==> src/rtl/tick_period_monitor_pkg.sv <==
// Timebase definitions shared with the time-unit generators:
// width helper, tick/timeout derivation and monitor FSM encodings.
package tick_period_monitor_pkg;

  typedef logic [1:0] state_t;

  localparam state_t ST_IDLE    = 2'd0;
  localparam state_t ST_MEASURE = 2'd1;
  localparam state_t ST_LOST    = 2'd2;

  function automatic int Size(input int v);
    return $clog2(v + 1);
  endfunction

  function automatic int nb_tic(
    input int fclk,
    input int fwant
  );
    return fclk / fwant;
  endfunction

  function automatic int timeout_cycles(
    input int fclk,
    input int fwant,
    input int mult
  );
    return mult * nb_tic(fclk, fwant);
  endfunction

  function automatic int cpt_width(
    input int fclk,
    input int fwant,
    input int mult
  );
    return Size(timeout_cycles(fclk, fwant, mult));
  endfunction

endpackage

==> src/rtl/tick_period_monitor_rise_detect.sv <==
// Registered rising-edge detector for the tick strobe; a long
// high pulse yields a single one-cycle event.
module rise_detect (
  input  logic clk,
  input  logic reset,
  input  logic pulse_in,
  output logic ev
);

  logic r_pulse_q;
  logic r_ev;

  always_ff @(posedge clk) begin
    if (!reset) begin
      r_pulse_q <= 1'b0;
      r_ev      <= 1'b0;
    end else begin
      r_pulse_q <= pulse_in;
      r_ev      <= pulse_in & ~r_pulse_q;
    end
  end

  assign ev = r_ev;

endmodule

==> src/rtl/tick_period_monitor.sv <==
// Tick period monitor: measures spacing of tick edges, flags
// off-tolerance periods and loss. Option: PERIOD_MINMAX_EN.
module tick_period_monitor
  import tick_period_monitor_pkg::*;
#(
  parameter int FREQ_CLK     = 50000000,
  parameter int FREQ_WANTED  = 20000,
  parameter int TOL          = 2,
  parameter int TIMEOUT_MULT = 4
) (
  input  logic clk,
  input  logic reset,
  input  logic enable,
  input  logic pulse_in,
  output logic [cpt_width(FREQ_CLK, FREQ_WANTED, TIMEOUT_MULT)-1:0] period,
  output logic period_valid,
  output logic in_tol,
  output logic lost,
  output logic [7:0] err_count
`ifdef PERIOD_MINMAX_EN
  ,
  output logic [cpt_width(FREQ_CLK, FREQ_WANTED, TIMEOUT_MULT)-1:0] period_min,
  output logic [cpt_width(FREQ_CLK, FREQ_WANTED, TIMEOUT_MULT)-1:0] period_max
`endif
);

  localparam int NB_TIC   = nb_tic(FREQ_CLK, FREQ_WANTED);
  localparam int TIMEOUT  = timeout_cycles(FREQ_CLK, FREQ_WANTED, TIMEOUT_MULT);
  localparam int SIZE_CPT = Size(TIMEOUT);
  localparam int W_DIFF   = SIZE_CPT + 1;

  localparam logic [SIZE_CPT-1:0] C_LAST = SIZE_CPT'(TIMEOUT - 1);
  localparam logic [SIZE_CPT-1:0] C_ONE  = SIZE_CPT'(1);
  localparam logic signed [W_DIFF-1:0] C_NB  = W_DIFF'(NB_TIC);
  localparam logic signed [W_DIFF-1:0] C_TOL = W_DIFF'(TOL);

  logic                     w_ev;
  logic                     w_ok;
  logic signed [W_DIFF-1:0] w_diff;
  logic signed [W_DIFF-1:0] w_abs;

  state_t              r_state;
  logic [SIZE_CPT-1:0] r_cpt;
  logic [SIZE_CPT-1:0] r_period;
  logic                r_valid;
  logic                r_in_tol;
  logic                r_lost;
  logic [7:0]          r_err;
`ifdef PERIOD_MINMAX_EN
  logic [SIZE_CPT-1:0] r_min;
  logic [SIZE_CPT-1:0] r_max;
`endif

  rise_detect u_rise (
    .clk      (clk),
    .reset    (reset),
    .pulse_in (pulse_in),
    .ev       (w_ev)
  );

  // One extra bit keeps the signed difference from overflowing
  assign w_diff = $signed({1'b0, r_cpt}) - C_NB;
  assign w_abs  = w_diff[W_DIFF-1] ? -w_diff : w_diff;
  assign w_ok   = (w_abs <= C_TOL);

  always_ff @(posedge clk) begin
    if (!reset) begin
      r_state  <= ST_IDLE;
      r_cpt    <= '0;
      r_period <= '0;
      r_valid  <= 1'b0;
      r_in_tol <= 1'b0;
      r_lost   <= 1'b0;
      r_err    <= '0;
`ifdef PERIOD_MINMAX_EN
      r_min    <= '1;
      r_max    <= '0;
`endif
    end else begin
      r_valid <= 1'b0;
      if (!enable) begin
        r_state <= ST_IDLE;
        r_cpt   <= '0;
        r_lost  <= 1'b0;
      end else begin
        unique case (r_state)
          ST_MEASURE: begin
            if (w_ev) begin
              r_period <= r_cpt;
              r_in_tol <= w_ok;
              r_valid  <= 1'b1;
              r_cpt    <= C_ONE;
              if (!w_ok && r_err != 8'hFF) r_err <= r_err + 8'd1;
`ifdef PERIOD_MINMAX_EN
              if (r_cpt < r_min) r_min <= r_cpt;
              if (r_cpt > r_max) r_max <= r_cpt;
`endif
            end else if (r_cpt == C_LAST) begin
              r_state <= ST_LOST;
              r_lost  <= 1'b1;
              r_cpt   <= '0;
            end else begin
              r_cpt <= r_cpt + C_ONE;
            end
          end
          // Spacing to the previous edge is unknown after a loss
          ST_LOST: begin
            if (w_ev) begin
              r_state <= ST_MEASURE;
              r_lost  <= 1'b0;
              r_cpt   <= C_ONE;
            end else begin
              r_cpt <= '0;
            end
          end
          default: begin
            if (w_ev) begin
              r_state <= ST_MEASURE;
              r_cpt   <= C_ONE;
            end else begin
              r_state <= ST_IDLE;
              r_cpt   <= '0;
            end
          end
        endcase
      end
    end
  end

  assign period       = r_period;
  assign period_valid = r_valid;
  assign in_tol       = r_in_tol;
  assign lost         = r_lost;
  assign err_count    = r_err;
`ifdef PERIOD_MINMAX_EN
  assign period_min   = r_min;
  assign period_max   = r_max;
`endif

endmodule
==> config.mk <==
export PLATFORM = sky130hd
export DESIGN_NAME = tick_period_monitor
export DESIGN_NICKNAME = d
export VERILOG_FILES = /design/src/rtl/tick_period_monitor_pkg.sv /design/src/rtl/tick_period_monitor_rise_detect.sv /design/src/rtl/tick_period_monitor.sv
export SDC_FILE = /design/constraint.sdc
export NUM_CORES = 1
export LEC_CHECK = 0
export CAP_MARGIN = 30
export CORE_MARGIN = 2
export CORE_UTILIZATION = 56
export CTS_CLUSTER_SIZE = 24
export DETAILED_ROUTE_END_ITERATION = 10
export MAX_ROUTING_LAYER = met4
export PLACE_DENSITY = 0.83
export SETUP_SLACK_MARGIN = 0.1
export SLEW_MARGIN = 25
export SYNTH_ARGS = -nofsm -noshare
export SYNTH_HDL_FRONTEND = slang
export SYNTH_SLANG_ARGS = --single-unit
export TNS_END_PERCENT = 10
==> constraint.sdc <==
create_clock -name clk -period 4.65 [get_ports clk]
set_clock_uncertainty 0.2 [all_clocks]
set_input_delay 0.6975 -clock clk [delete_from_list [all_inputs] [get_ports clk]]
set_output_delay 0.6975 -clock clk [all_outputs]
set_load 0.005 [all_outputs]
Word level (Yosys, flattened, before mapping)
Cells that the tools add are included.
W data, S select, Z words.
{"block": "word_totals", "mem_count": 0, "inputBits": 4, "ramBits": 0, "out_inout_bits": 25, "ff_bits": 43, "latchBits": 0, "wordCells": 47, "romBits": 0}
{"block": "classes", "addsub": 4, "bitwise": 2, "n_lt_le_gt_ge": 1, "eq_ne": 7, "n_div": 0, "n_mul": 0, "shifts": 0, "mux": 15, "reduce_logical": 9}
{"cell": "$mux W14", "count": 3}
{"cell": "$le A15 B3 Y1 const B", "count": 1}
{"cell": "$mux W15", "count": 1}
{"cell": "$neg A15 Y15", "count": 1}
{"cell": "$sub A14 B12 Y15 const B", "count": 1}
{"cell": "$add A14 B1 Y14 const B", "count": 1}
{"cell": "$eq A14 B14 Y1 const B", "count": 1}
{"cell": "$reduce_and A3 Y1", "count": 3}
{"cell": "$add A8 B1 Y8 const B", "count": 1}
{"cell": "$ne A8 B8 Y1 const B", "count": 1}
{"cell": "$reduce_and A4 Y1", "count": 2}
{"cell": "$mux W1", "count": 6}
{"cell": "$mux W2", "count": 3}
{"cell": "$ne A2 B2 Y1 const B", "count": 2}
{"cell": "$pmux W2 S2", "count": 1}
{"cell": "$eq A2 B1 Y1 const B", "count": 1}
{"cell": "$eq A2 B2 Y1 const B", "count": 1}
{"cell": "$ne A2 B1 Y1 const B", "count": 1}
{"cell": "$pmux W1 S2", "count": 1}
{"cell": "$reduce_and A2 Y1", "count": 1}
{"cell": "$reduce_bool A2 Y1", "count": 1}
{"cell": "$and A1 B1 Y1", "count": 1}
{"cell": "$logic_and A1 B1 Y1", "count": 1}
{"cell": "$logic_not A1 Y1", "count": 1}
{"cell": "$not A1 Y1", "count": 1}

Longest topological paths before layout
Gate-level depths: netlist of the first run.
{"block": "depth", "ltp_word": 7, "mapped_depth": 12, "mapped_depth_nobuf": 10}

Cells and area by module
Synthesis of the first run repeated with hierarchy kept, for this count alone.
{"block": "hier_totals", "cells_unflattened": 322, "area_unflattened_um2": 2551.2}
{"module": "tick_period_monitor", "area_per_inst_um2": 2496.1, "cells_per_inst": 318, "n_inst": 1, "seq_area_each_um2": 820.8}
{"module": "rise_detect", "area_per_inst_um2": 55.1, "cells_per_inst": 4, "n_inst": 1, "seq_area_each_um2": 40.0}

Worst setup path after synthesis of the first run
Ideal clock, no wire load.
{"block": "synth_path", "kind": "reg2reg", "start": "register r_cpt[2]", "end": "register r_err[6] (netlist: err_count[6])", "path_buffers": 2, "path_slack_ns": 1.387, "setup_ns": 0.115, "required_time_ns": 4.335, "t_arrival_ns": 2.949, "stages_incl_launch_ff": 13, "synth_period_minus_slack_ns": 3.263, "path_cell_list": "dfxtp_1 > buf_2 > inv_1 > ha_1 > or3b_4 > a311oi_4 > o21ai_2 > o211a_1 > or4_4 > nor4_4 > buf_6 > nor3_1 > o21a_1"}
{"block": "synth_via", "elab_chain_len": 7}
{"element": "from (decl)", "line_no": "tick_period_monitor.sv:43", "rtl": "logic [SIZE_CPT-1:0] r_cpt;"}
{"element": "from (signal assigned)", "line_no": "tick_period_monitor.sv:103", "rtl": "r_cpt <= r_cpt + C_ONE;"}
{"element": "$sub A14 B12 Y15 *", "line_no": "tick_period_monitor.sv:62", "rtl": "assign w_diff = $signed({1'b0, r_cpt}) - C_NB;"}
{"element": "$neg A15 Y15", "line_no": "tick_period_monitor.sv:63", "rtl": "assign w_abs = w_diff[W_DIFF-1] ? -w_diff : w_diff;"}
{"element": "$mux W15 *", "line_no": "tick_period_monitor.sv:63"}
{"element": "$le A15 B3 Y1 *", "line_no": "tick_period_monitor.sv:64", "rtl": "assign w_ok = (w_abs <= C_TOL);"}
{"element": "$logic_not A1 Y1 *", "line_no": "tick_period_monitor.sv:93", "rtl": "if (!w_ok && r_err != 8'hFF) r_err <= r_err + 8'd1;"}
{"element": "$logic_and A1 B1 Y1 *", "line_no": "tick_period_monitor.sv:93"}
{"element": "$reduce_and A4 Y1 (no source line) *"}
{"element": "to (signal assigned)", "line_no": "tick_period_monitor.sv:93"}
{"element": "to (decl)", "line_no": "tick_period_monitor.sv:48", "rtl": "logic [7:0] r_err;"}
Every way passes the cells marked *; elsewhere a longest branch is shown, timed or not.
A chain may end at the register's enable or synchronous reset.

Worst setup path after layout of the first run
{"block": "layout_path", "start": "register r_cpt[2]", "end": "register r_err[4] (netlist: err_count[4])"}
The elaborated chain is that of the path after synthesis.

==> impl_metrics.py, run 1 <==
metrics = {
    "status": {
        "run_status": "finished clean",
    },
    "drt": {
        "drtAntennaViolNets": 0,
        "firstDrtPassIters": 4,
        "initial_detailed_routing_violation_count": 202,
        "vias_per_cell": 6.031,
        "drc": 0,
        "wl_per_cell_um": 15.22,
        "routed_wire_length_mm": 5.892,
        "vias": 2334,
    },
    "setup_path": {
        "worstPathArrival_ns": 3.76,
        "r2r_slack_ns": 0.88,
        "r2r.worst_path.cells": 10,
        "crit_path_end": "err_count[4]",
        "crit_slowest_cell": "nor4_4",
        "crit_fanout": 17,
        "crit_path_start_kind": "flop",
        "worst_ep_required_time_ns": 4.64,
        "rr_startpoint": "r_cpt[2]",
        "crit-reg2reg-capture": "err_count[4]",
        "cp_num_buf_inv": 1,
        "critPathLaunch": "r_cpt[2]",
        "crit_path_end_kind": "flop",
        "cp_cell_sequence": "inv_1 -> ha_1 -> nor3b_4 -> o211ai_1 -> nand3_1 -> o211a_1 -> or4_4 -> nor4_4 -> o311ai_1 -> o41ai_1",
        "path_class": "reg -> reg",
        "crit_family": "simple AND/OR/NAND/NOR gates",
        "cp.depth": 10,
        "worst_path_largest_cell_delay_ns": 0.72,
    },
    "grt": {
        "grt.total_usage_pct": 24.92,
        "grt_first_pass_wirelength_mm": 10.19,
        "grt_antenna_before_repair": 0,
        "global_route.overflow_total": 0,
        "grt_start_max_net_pins": 28,
        "grt_pass1_vias": 2158,
    },
    "synthesis": {
        "postSynth.asyncResetShare_pct": 0,
        "register_area_share_after_synthesis_pct": 33.08,
        "register_bit_count_reported_by_yosys": 43,
        "synth_edf_count": 0,
        "yosysMostFrequentCell": "nand2_1",
        "synthesis.nets": 331,
        "synth_area_um2": 2602,
        "synth-main-ff-cell": "dfxtp_1",
        "synth.top_cells.by_count": "47 x nand2_1, 43 x dfxtp_1, 28 x nor2_1",
        "ys.warnings.count": 0,
        "yosys.area.top_type_share_pct": 33.08,
        "post_synth_main_area_contributors": "dfxtp_1 33%, nand2_1 6.8%, ha_1 4.3%",
        "ys_types": 60,
        "netlist.top_cell.by_area": "dfxtp_1",
        "synth_cells": 318,
        "syn_area_per_cell_um2": 8.184,
    },
    "sta": {
        "hold-worst-slack_ns": 0.1955,
        "slew_violations": 0,
        "totalNegativeSetupSlack_ns": 0,
        "headroom_to_the_max_slew_limit_pct": 47.33,
        "achievable_clock_frequency_mhz": 265.4,
        "period_share_pct": 81.02,
        "timing_worst_slew_pin_value_ns": 0.7842,
        "rsz0062_at_grt": "no",
        "period_needed_ns": 3.767,
        "setup_ws_ns": 0.8828,
        "hold_violations": 0,
        "finalSetupViolations": 0,
    },
    "die": {
        "boundary_pin_count": 29,
        "placementRows": 24,
        "die_w_um": 72.17,
        "fp.coreArea_um2": 4414,
        "floorplan.initialDensity_pct": 58.96,
        "die_h_um": 72.17,
        "design.die.area_um2": 5209,
    },
    "cts": {
        "clock-sinks": 43,
        "clock_tree_from_tritoncts": "built",
        "clock-root-buffer": "clkbuf_8",
        "tritoncts.num_buffers": 5,
        "clk_pin_slew_ns": 0.08,
        "cts.path.max_buffers": 2,
        "post-cts-setup-buffers": 0,
        "worstSkewPairLatency_ns": 0.29,
        "cts_max_level": 2,
        "cts-resized-gates": 0,
        "cts_hold_repair.buffers": 0,
    },
    "final_layout": {
        "multiInputGateArea_um2": 1598,
        "area_growth_syn_to_layout_pct": 14.13,
        "layout.area.seq_um2": 860.8,
        "design.final.nets": 347,
        "post_route_cells_drive_above_1_share_pct": 6.866,
        "insertedDiodeCount": 0,
        "filler_cell_count": 353,
        "postLayoutCoreUtil_pct": 67.29,
    },
    "place": {
        "routabilityCongestion": 0.9726,
        "detailed_place_hpwl_mm": 4.138,
        "io_buffers": 28,
        "worst_setup_timing_slack_at_the_placement_stage_ns": 0.9228,
    },
    "job": {
        "cap_viol_max_count": 0,
    },
    "power": {
        "power.density_cell_area_nw_per_um2": 232.2,
        "vdd_ir_drop_max_v": 0.0002284,
        "p_leak_nw": 0.9782,
    },
    "min_path": {
        "hold_path.class": "reg -> reg",
    },
}
per-layer routing:
layer | GRT usage (%) | part of all wire, %
met1 | 33.68 | 46
met2 | 37.82 | 47
met3 | 5.000 | 5.4
met4 | 7.338 | 1.1
met5 | - | 0
kinds of logic after synthesis:
group / share of synthesized area (%)
compound gates: 22.07
xor+xnor: 6.683
fa+ha+maj: 4.327
buf+inv: 5.529
flops: 33.08
mux: 1.587
simple gates: 26.73
registers in the layout (all words and copies together), names as in the netlist:
register	count
err_count	8
in_tol	1
lost	1
period	14
period_valid	1
r_cpt	14
r_state	2
u_rise.ev	1
u_rise.r_pulse_q	1
cells in the final DEF (no fill, tap or decap), types with 2 or more instances in the layout:
master	instances
a211oi_1	3
a21boi_0	14
a21boi_1	4
a21oi_1	10
a31oi_1	3
and2_1	3
and3_1	8
clkbuf_8	6
clkdlybuf4s50_1	28
dfxtp_1	43
ha_1	9
inv_1	11
mux2i_1	3
nand2_1	47
nand2b_1	5
nand3_1	11
nand4_1	6
nor2_1	28
nor2b_1	2
nor3_1	5
nor3b_1	2
nor4_1	4
o211a_1	4
o211ai_1	5
o21a_1	3
o21ai_0	9
o21ai_1	5
o31ai_1	2
or3_1	5
xnor2_1	9
xor2_1	9
where the power goes:
| group | internal, mW | switching (mW) | total [mW] |
|---|---|---|---|
| combinational | 0.00855 | 0.00991 | 0.0185 |
| clock | 0.174 | 0.126 | 0.299 |
| sequential | 0.370 | 0.00227 | 0.372 |
| total | 0.552 | 0.138 | 0.690 |
cell type report:
class,instances,area share (%)
clock buffers,6,2.780
repair buffers,29,9.688
well taps,52,2.190
multi-input cells,244,53.79
inverters,11,1.390
clock inverters,2,1.179
flip-flops and latches,43,28.98
metrics by stage:
stage | std cells | power (mW) | instance area [um^2]
2_1_floorplan | 318 | 0.3927 | 2603
6_report | 387 | 0.6898 | 2970
4_1_cts | 387 | 0.6948 | 2970
3_3_place_gp | 379 | 0.3983 | 2853
3_5_place_dp | 379 | 0.3990 | 2853
5_1_grt | 387 | 0.7132 | 2970
worst min-delay path by stage:
stage	start	endpoint	slack, ns	cells after the start
after floorplan	u_rise.r_pulse_q	u_rise.ev	0.17	1
after global placement	u_rise.r_pulse_q	u_rise.ev	0.17	1
after detailed placement	u_rise.r_pulse_q	u_rise.ev	0.19	1
after CTS	u_rise.r_pulse_q	u_rise.ev	0.20	1
after global routing	u_rise.r_pulse_q	u_rise.ev	0.21	1
final	u_rise.r_pulse_q	u_rise.ev	0.20	1
(Power assumes the default switching activity.)
==> inputs of run 2 (changes only) <==
--- a/config.mk
+++ b/config.mk
@@ -7,11 +7,11 @@
 export LEC_CHECK = 0
 export CAP_MARGIN = 30
 export CORE_MARGIN = 2
-export CORE_UTILIZATION = 56
+export CORE_UTILIZATION = 51
 export CTS_CLUSTER_SIZE = 24
 export DETAILED_ROUTE_END_ITERATION = 10
 export MAX_ROUTING_LAYER = met4
-export PLACE_DENSITY = 0.83
+export PLACE_DENSITY = 0.8
 export SETUP_SLACK_MARGIN = 0.1
 export SLEW_MARGIN = 25
 export SYNTH_ARGS = -nofsm -noshare
==> constraint.sdc (replaced) <==
create_clock -name clk -period 3.15 [get_ports clk]
set_clock_uncertainty 0.2 [all_clocks]
set_input_delay 0.4725 -clock clk [delete_from_list [all_inputs] [get_ports clk]]
set_output_delay 0.4725 -clock clk [all_outputs]
set_load 0.005 [all_outputs]
==> run 2 against run 1 <==
Effect of this change: via count up 1.3%; power grew 40%; flip-flop and latch count unchanged; first-iteration DRC count down 26%; cell area grew 6.7%; count of clock-buffer cells in the layout grew 1; critical path depth grew 1; clock power increased by 30%; die area grew 9.3%; critical endpoint is now err_count[2]; largest power group unchanged.
==> impl_metrics.py, run 2 (same netlist as run 1, synthesis figures left out) <==
metrics = {
    "place": {
        "io_buffers": 28,
        "placedInstanceArea_um2": 3004,
        "worst_setup_timing_slack_at_the_placement_stage_ns": -0.02949,
        "detailed_place_hpwl_mm": 4.338,
        "routabilityCongestion": 0.9368,
    },
    "cts": {
        "cts.path.max_buffers": 2,
        "clock-root-buffer": "clkbuf_8",
        "tritoncts.num_buffers": 5,
        "cts_max_level": 2,
        "worstSkewPairLatency_ns": 0.30,
        "clock_tree_from_tritoncts": "built",
        "clk_pin_slew_ns": 0.08,
        "clock-sinks": 43,
    },
    "drt": {
        "wl_per_cell_um": 14.40,
        "firstDrtPassIters": 4,
        "routed_wire_length_mm": 6.061,
        "drc": 0,
        "vias_per_cell": 5.615,
        "vias": 2364,
        "drtAntennaViolNets": 0,
        "initial_detailed_routing_violation_count": 150,
    },
    "sta": {
        "hold-worst-slack_ns": 0.1959,
        "timing_worst_slew_pin_value_ns": 0.5163,
        "rsz0062_at_grt": "yes",
        "hold_violations": 0,
        "period_needed_ns": 3.123,
        "period_share_pct": 99.15,
        "slew_violations": 0,
        "setup_ws_ns": 0.02678,
        "headroom_to_the_max_slew_limit_pct": 65.13,
        "achievable_clock_frequency_mhz": 320.2,
        "finalSetupViolations": 0,
    },
    "final_layout": {
        "design.final.nets": 366,
        "filler_cell_count": 430,
        "post_route_cells_drive_above_1_share_pct": 14.12,
        "area_growth_syn_to_layout_pct": 21.73,
        "final_cell_mix": "47 x nand2_1, 41 x dfxtp_1, 28 x nor2_1, 28 x clkdlybuf4s50_1, 19 x buf_4",
        "multiInputGateArea_um2": 1630,
        "layout_commonest_cell": "nand2_1",
        "insertedDiodeCount": 0,
        "layout.area.seq_um2": 863.3,
        "final_design_area_no_fill_um2": 3168,
    },
    "setup_path": {
        "worst_ep_required_time_ns": 3.19,
        "worstPathArrival_ns": 3.17,
        "r2r_slack_ns": 0.03,
        "path_class": "reg -> reg",
        "crit_fanout": 17,
        "crit_slowest_cell": "or4_1",
        "cp_cell_sequence": "inv_2 -> ha_4 -> or3b_4 -> a311oi_4 -> o21a_1 -> nor4_1 -> o32ai_2 -> nor4_4 -> buf_12 -> or4_1 -> a21boi_2",
        "cp_num_buf_inv": 2,
        "worst_path_largest_cell_delay_ns": 0.49,
        "crit_family": "simple AND/OR/NAND/NOR gates",
        "crit_path_end_kind": "flop",
        "crit_path_start_kind": "flop",
    },
    "grt": {
        "grt_first_pass_wirelength_mm": 9.956,
        "grt_start_max_net_pins": 27,
        "global_route.overflow_total": 0,
        "grt_antenna_before_repair": 0,
        "grt.total_usage_pct": 23.38,
        "grt_pass1_vias": 2187,
    },
    "job": {
        "cap_viol_max_count": 0,
    },
    "die": {
        "boundary_pin_count": 29,
        "die_w_um": 75.44,
        "fp.coreArea_um2": 4817,
        "placementRows": 25,
        "design.die.area_um2": 5690,
        "die_h_um": 75.44,
        "floorplan.initialDensity_pct": 54.03,
    },
    "power": {
        "vdd_ir_drop_max_v": 0.0002431,
        "p_leak_nw": 1.074,
        "power.density_cell_area_nw_per_um2": 304.7,
        "fin_total_pwr_uw": 965.2,
    },
    "status": {
        "run_status": "finished clean",
    },
    "min_path": {
        "hold_path.class": "reg -> reg",
    },
}
-- run 2: cell count changes in the layout (fill, tap and decap cells not counted), sizes merged --
cell,previous run,this run
bufinv,1,0
buf,1,20
clkbuf,6,7
clkinv,1,0
clkinvlp,0,1
-- run 2: worst paths after layout --
| path | startpoint | endpoint | cells after the start |
|---|---|---|---|
| hold / removal | u_rise.r_pulse_q | u_rise.ev | 1 |
| setup / recovery | r_cpt[3] | err_count[2] | 11 |
| setup reg to reg | r_cpt[3] | err_count[2] | 11 |
| hold reg to reg | u_rise.r_pulse_q | u_rise.ev | 1 |
-- run 2: repair_timing --
item / in CTS / in global routing
pin swaps: 4 / 0
setup buffers: 3 / 3
hold buffers: 0 / 0
setup endpoints to repair: 6 / 9
cloned: 0 / 0
resized for setup: 2 / 1
endpoints found under the hold margin: 0 / 0
-- run 2: stage by stage --
stage	setup TNS, ns	cells	utilization (%)
3_3_place_gp	0	407	62.36
4_1_cts	0	418	65.27
5_1_grt	-0.05573	421	65.77
6_report	0	421	65.77
2_1_floorplan	0	318	-
3_5_place_dp	-0.02949	407	62.36
-- run 2: metal layers --
metal,up-vias,global-route usage (%),wire length [um]
li1,1197,-,-
met1,1083,29.81,2766
met2,72,35.65,2772
met3,12,6.614,398
met4,0,7.992,124
met5,-,-,0
-- run 2: final cells by class --
type	count	area share, %
clock buffer	7	3.041
timing repair buffer	48	13.98
sequential	43	27.25
tap	67	2.646
inverter	11	1.382
multi-input combinational	244	51.46
clock inverter	1	0.2370
-- run 2: power breakdown --
group | switching (mW) | internal (mW) | leakage [nW] | total [mW]
Combinational | 0.0148 | 0.0132 | 0.675 | 0.0280
Sequential | 0.00319 | 0.546 | 0.348 | 0.549
Clock | 0.189 | 0.199 | 0.0505 | 0.388
Total | 0.207 | 0.758 | 1.07 | 0.965
